## config.mk

```make
export PLATFORM = sky130hd
export DESIGN_NAME = hls_exec_status_monitor
export DESIGN_NICKNAME = d
export VERILOG_FILES = /design/src/rtl/hls_exec_status_monitor.sv
export SDC_FILE = /design/constraint.sdc
export NUM_CORES = 1
export LEC_CHECK = 0
export ABC_AREA = 1
export BUFFER_PORTS_ARGS = -buffer_cell sky130_fd_sc_hd__buf_2
export CORE_AREA = 2 2 282 284
export CTS_BUF_LIST = sky130_fd_sc_hd__clkbuf_4
export DETAILED_ROUTE_END_ITERATION = 16
export DIE_AREA = 0 0 284 286
export SYNTH_ARGS = -nofsm -noshare
export SYNTH_HDL_FRONTEND = slang
export SYNTH_SLANG_ARGS = --single-unit
```

## constraint.sdc

```tcl
create_clock -name clock -period 2.1 [get_ports clock]
set_input_delay 0.63 -clock clock [delete_from_list [all_inputs] [get_ports clock]]
set_output_delay 0.63 -clock clock [all_outputs]
set_load 0.005 [all_outputs]
```

## src/rtl/hls_exec_status_monitor.sv

```systemverilog
// Execution monitor for an HLS module handshake and one pipelined loop FSM.
// All counters saturate and freeze once finish has been seen.
module hls_exec_status_monitor #(
  parameter int STATE_W = 15,
  parameter int CNT_W   = 32
) (
  input  logic               clock,
  input  logic               reset,
  input  logic               ap_start,
  input  logic               ap_ready,
  input  logic               ap_done,
  input  logic               ap_continue,
  input  logic               finish,
  input  logic [STATE_W-1:0] cur_state,
  input  logic [STATE_W-1:0] iter_start_state,
  input  logic [STATE_W-1:0] iter_end_state,
  input  logic               iter_start_block,
  input  logic               iter_end_block,
  input  logic               iter_start_enable,
  input  logic               iter_end_enable,
  input  logic               loop_start,
  input  logic               loop_done,
  output logic               module_busy,
  output logic               loop_active,
  output logic [CNT_W-1:0]   start_cnt,
  output logic [CNT_W-1:0]   done_cnt,
  output logic [CNT_W-1:0]   active_cycles,
  output logic [CNT_W-1:0]   loop_inv_cnt,
  output logic [CNT_W-1:0]   iter_start_cnt,
  output logic [CNT_W-1:0]   iter_end_cnt,
  output logic [CNT_W-1:0]   stall_cycles,
  output logic [CNT_W-1:0]   last_trip,
  output logic               frozen
);

  typedef enum logic [1:0] {IDLE = 2'd0, RUN = 2'd1, WAIT_CONT = 2'd2} mod_state_e;
  typedef enum logic {L_IDLE = 1'b0, L_RUN = 1'b1} loop_state_e;

  function automatic logic [CNT_W-1:0] sat_inc(input logic [CNT_W-1:0] v);
    return (&v) ? v : v + {{(CNT_W-1){1'b0}}, 1'b1};
  endfunction

  mod_state_e  mod_q, mod_d;
  loop_state_e loop_q, loop_d;
  logic [CNT_W-1:0] start_q, start_d, done_q, done_d, active_q, active_d;
  logic [CNT_W-1:0] inv_q, inv_d, ist_q, ist_d, ien_q, ien_d;
  logic [CNT_W-1:0] stall_q, stall_d, trip_q, trip_d, last_q, last_d;
  logic busy_q, busy_d, lact_q, lact_d, frozen_q, frozen_d;

  logic st_match_s, en_match_s, st_ev_s, en_ev_s, stall_s, hold_s;

  assign st_match_s = (cur_state == iter_start_state);
  assign en_match_s = (cur_state == iter_end_state);
  assign st_ev_s    = st_match_s & iter_start_enable & ~iter_start_block;
  assign en_ev_s    = en_match_s & iter_end_enable & ~iter_end_block;
  assign stall_s    = (st_match_s & iter_start_enable & iter_start_block) |
                      (en_match_s & iter_end_enable & iter_end_block);
  // finish in the current cycle already suppresses this cycle's update
  assign hold_s     = finish | frozen_q;

  always_comb begin
    mod_d    = mod_q;
    loop_d   = loop_q;
    start_d  = start_q;
    done_d   = done_q;
    active_d = active_q;
    inv_d    = inv_q;
    ist_d    = ist_q;
    ien_d    = ien_q;
    stall_d  = stall_q;
    trip_d   = trip_q;
    last_d   = last_q;
    frozen_d = frozen_q | finish;
    if (hold_s) begin
      mod_d  = mod_q;
      loop_d = loop_q;
    end else begin
      if (mod_q != IDLE) active_d = sat_inc(active_q);
      else               active_d = active_q;

      case (mod_q)
        IDLE: begin
          if (ap_start) begin
            mod_d   = RUN;
            start_d = sat_inc(start_q);
          end else begin
            mod_d = IDLE;
          end
        end
        RUN: begin
          if (ap_done) begin
            done_d = sat_inc(done_q);
            if (!ap_continue) begin
              mod_d = WAIT_CONT;
            end else if (ap_start) begin
              mod_d   = RUN;
              start_d = sat_inc(start_q);
            end else begin
              mod_d = IDLE;
            end
          end else begin
            mod_d = RUN;
          end
        end
        WAIT_CONT: begin
          if (ap_continue) begin
            if (ap_start) begin
              mod_d   = RUN;
              start_d = sat_inc(start_q);
            end else begin
              mod_d = IDLE;
            end
          end else begin
            mod_d = WAIT_CONT;
          end
        end
        default: mod_d = IDLE;
      endcase

      case (loop_q)
        L_IDLE: begin
          if (loop_start) begin
            loop_d = L_RUN;
            inv_d  = sat_inc(inv_q);
            trip_d = {CNT_W{1'b0}};
          end else begin
            loop_d = L_IDLE;
          end
        end
        L_RUN: begin
          if (st_ev_s) ist_d = sat_inc(ist_q);
          else         ist_d = ist_q;
          if (en_ev_s) begin
            ien_d  = sat_inc(ien_q);
            trip_d = sat_inc(trip_q);
          end else begin
            ien_d  = ien_q;
            trip_d = trip_q;
          end
          if (stall_s) stall_d = sat_inc(stall_q);
          else         stall_d = stall_q;
          // trip_d already includes an end event of this same cycle
          if (loop_done) begin
            last_d = trip_d;
            if (loop_start) begin
              loop_d = L_RUN;
              inv_d  = sat_inc(inv_q);
              trip_d = {CNT_W{1'b0}};
            end else begin
              loop_d = L_IDLE;
            end
          end else begin
            loop_d = L_RUN;
          end
        end
        default: loop_d = L_IDLE;
      endcase
    end
    busy_d = (mod_d != IDLE);
    lact_d = (loop_d == L_RUN);
  end

  // state, counters and registered status flags
  always_ff @(posedge clock or negedge reset) begin
    if (!reset) begin
      mod_q    <= IDLE;
      loop_q   <= L_IDLE;
      start_q  <= {CNT_W{1'b0}};
      done_q   <= {CNT_W{1'b0}};
      active_q <= {CNT_W{1'b0}};
      inv_q    <= {CNT_W{1'b0}};
      ist_q    <= {CNT_W{1'b0}};
      ien_q    <= {CNT_W{1'b0}};
      stall_q  <= {CNT_W{1'b0}};
      trip_q   <= {CNT_W{1'b0}};
      last_q   <= {CNT_W{1'b0}};
      busy_q   <= 1'b0;
      lact_q   <= 1'b0;
      frozen_q <= 1'b0;
    end else begin
      mod_q    <= mod_d;
      loop_q   <= loop_d;
      start_q  <= start_d;
      done_q   <= done_d;
      active_q <= active_d;
      inv_q    <= inv_d;
      ist_q    <= ist_d;
      ien_q    <= ien_d;
      stall_q  <= stall_d;
      trip_q   <= trip_d;
      last_q   <= last_d;
      busy_q   <= busy_d;
      lact_q   <= lact_d;
      frozen_q <= frozen_d;
    end
  end

  assign module_busy    = busy_q;
  assign loop_active    = lact_q;
  assign start_cnt      = start_q;
  assign done_cnt       = done_q;
  assign active_cycles  = active_q;
  assign loop_inv_cnt   = inv_q;
  assign iter_start_cnt = ist_q;
  assign iter_end_cnt   = ien_q;
  assign stall_cycles   = stall_q;
  assign last_trip      = last_q;
  assign frozen         = frozen_q;

  logic unused_s;
  assign unused_s = ap_ready;

endmodule

```

==> metrics.csv <==
metric,value,unit
status,finished with violations,
DP HPWL,50.2,mm
initial antenna violation count,6,
Ports,317,
CP Data Arrival Time,1.48,ns
Synth top area share,0.377,
htree depth,3,
worst vdd ir,0.000284,V
Post-synth top flop,dfrtp_1,
die area,0.0812,mm^2
sink of the worst hold path,loop_active$_DFFE_PN0P_,
Final #Nets,3772,
DP Area,0.0234,mm^2
GRT Total Usage,0.171,
Post-Synthesis Cell Area,0.0194,mm^2
clock skew,0.0930,ns
"setup slack, reg-to-reg",0.05,ns
wire length per cell,14.9,um
setup ws final,-0.00905,ns
leading area contributor after synthesis,dfrtp_1,
P&R area growth vs syn,40.8,%
MaxCap Viol Count,0,
final wirelength,71.7,mm
YS warnings,0,
post-layout min period,2.11,ns
area of the multi-input gates,0.0109,mm^2
fillers,8475,
drc violations,0,
GRT overflow,0,
Rel. slew slack,0.627,
register area share after synthesis,0.377,
Reg-to-Reg End,iter_start_cnt[10]$_DFFE_PN0P_,
row count,103,
Final Cycle Share,1.00,
Die Span Y,286,um
Critical Path RT,1.47,ns
Yosys reg bits,293,
Initial DRT Pass Iterations,8,
power share of the combinational group,0.106,
"Distinct cells, synth",38,
hold path depth,3,
Post-Syn Area per Cell,6.55,um^2
CP Class,reg -> out,
TritonCTS buffer count,90,
Post-synth EDFFs,0,
Hold Path Class,in -> reg,
layout cells sized above 1,0.277,
Int Pwr,9.30,mW
Worst-Margin Slew,0.556,ns
share of power burned in registers,0.459,
Initial Util,0.248,
Worst R2R Path Depth,11,
Synthesized Nets,3037,
final setup fails,1,
chip width,284,um
CP Capture Type,primary output,
Clock Path Buffers,3,
Port Buf Inserts,315,
CTS tree,built,
critical path peak fanout,2,
PD cells,483,mW/mm^2
DP Worst Slack,-0.226,ns
FMAX,0.474,GHz
startpoint types,flip-flop,
DRT iter0 DRCs,1558,
unrepaired setup endpoints after global routing,yes,
first-pass GRT wire length,112,mm
Root Driver,clkbuf_4,
"top cells by count, synth","1298 x nand2_1, 368 x nor2_1, 293 x dfrtp_1",
post-layout util,0.349,
number of global-route vias before repair,20500,
violated checks,setup timing,
asr flop ratio synth,1.00,
core region area,0.0784,mm^2
Final GP Congestion,0.961,
DR vias,21500,
hold path startpoint,loop_start,
routed vias/inst,4.46,
# clock sinks,293,
Min Hold Slack,0.142,ns
largest net degree at the start of global routing,78,
Pins Over Slew Limit,0,
Critical path origin,done_cnt[0]$_DFFE_PN0P_,
switching power,3.92,mW
clock power share,0.435,
design area,0.0274,mm^2
sequential cell area,0.00747,mm^2
clock latency on the worst-skew pair,0.85,ns
top-count cell post-synth,nand2_1,
Final ANT Viol Nets,0,
switching share of total power,0.296,
cell count after synthesis,2966,
largest cells by area after synthesis,"dfrtp_1 38%, nand2_1 25%, nor2_1 7.1%, xor2_1 5.4%, inv_1 4.7%",
RR Startpoint,iter_start_cnt[28]$_DFFE_PN0P_,
Leak,13.7,nW
Final Hold Vio Count,0,
Worst-path clk slew,0.07,ns
==> final cells by class <==
cell class | instances | share of cell area
Multi-Input combinational cell | 2337 | 0.397
Sequential cell | 293 | 0.273
Timing Repair Buffer | 718 | 0.204
Tap cell | 1050 | 0.0480
Inverter | 261 | 0.0359
Clock buffer | 127 | 0.0348
Clock inverter | 36 | 0.00622
Antenna cell | 5 | 0.000457
==> power by group through the flow <==
stage	sequential, mW	combinational [mW]	clock (mW)
floorplan	6.14	0.613	0
detailed placement	6.19	1.24	0
global route	6.09	1.60	6.34
CTS	6.06	1.40	6.01
finish	6.07	1.40	5.74
global placement	6.19	1.22	0
==> layout by cell type (no fill, tap or decap), types with 6 or more instances in the layout <==
master and instances:
o21ai_2 9, buf_2 230, nand3_1 132, inv_1 243
clkinv_1 22, ha_1 8, dfrtp_2 110, a21oi_1 22
inv_2 18, clkinv_2 8, buf_6 88, nand2_2 9
xnor2_1 66, nor2_4 6, nor2_2 10, nand2_1 1293
o21ai_0 51, dfrtp_1 183, o21ai_1 36, nand3b_1 19
xor2_1 120, clkbuf_4 127, nand4_1 86, buf_12 28
buf_4 365, nor2_1 362, nor3_1 73
==> worst max-delay path by stage <==
stage / endpoint / slack (ns) / cells after the start
after CTS: done_cnt[0] / -0.13 / 2
after global routing: done_cnt[0] / -0.14 / 2
final: done_cnt[0] / -0.009 / 2
after floorplan: iter_start_cnt[24]$_DFFE_PN0P_ / 0.19 / 10
after global placement: iter_end_cnt[24]$_DFFE_PN0P_ / -0.20 / 12
after detailed placement: iter_end_cnt[15]$_DFFE_PN0P_ / -0.23 / 12
==> metal layers <==
layer / global-route usage / share of wire / vias to the layer above
met5: 0 / 0.00020 / -
met4: 0.0692 / 0.033 / 4
met3: 0.0420 / 0.074 / 140
met2: 0.274 / 0.45 / 682
met1: 0.220 / 0.44 / 9879
li1: - / - / 10800
==> state kept, by name (all words and copies together), names as in the netlist, 2 cells and up <==
name and cells:
stall_cycles 32, done_cnt 32, loop_inv_cnt 32, mod_q 2
trip_q 32, iter_start_cnt 32, start_cnt 32, iter_end_cnt 32
active_cycles 32, last_trip 32
==> worst max-delay path: stages (launching register included) <==
cell,delay [ns]
dfrtp_1,0.40
buf_6,0.12
buf_6,0.10
==> kinds of logic after synthesis <==
kind of cell | share of synthesized area
AO/OA/AOI/OAI | 0.0331
flip-flops | 0.377
XOR/XNOR | 0.0839
adder cells (fa/ha/maj) | 0.00837
buffers and inverters | 0.0716
AND/OR/NAND/NOR | 0.426
==> stage by stage <==
step / std cells / power (mW) / setup TNS [ns]
finish: 4827 / 13.2 / -0.00905
floorplan: 2966 / 6.75 / 0
detailed placement: 4407 / 7.43 / -27.49
global placement: 4407 / 7.41 / -24.29
CTS: 4786 / 13.5 / -7.04
global route: 4827 / 14.0 / -5.78
==> what timing repair did <==
action / in CTS / in global routing
resized for setup: 216 / 60
setup buffers: 246 / 29
hold buffers: 1 / 0
pin swaps: 0 / 7
cloned: 0 / 7
endpoints found under the setup margin: 236 / 386
hold endpoints to repair: 258 / 0
(Power assumes the default switching activity.)
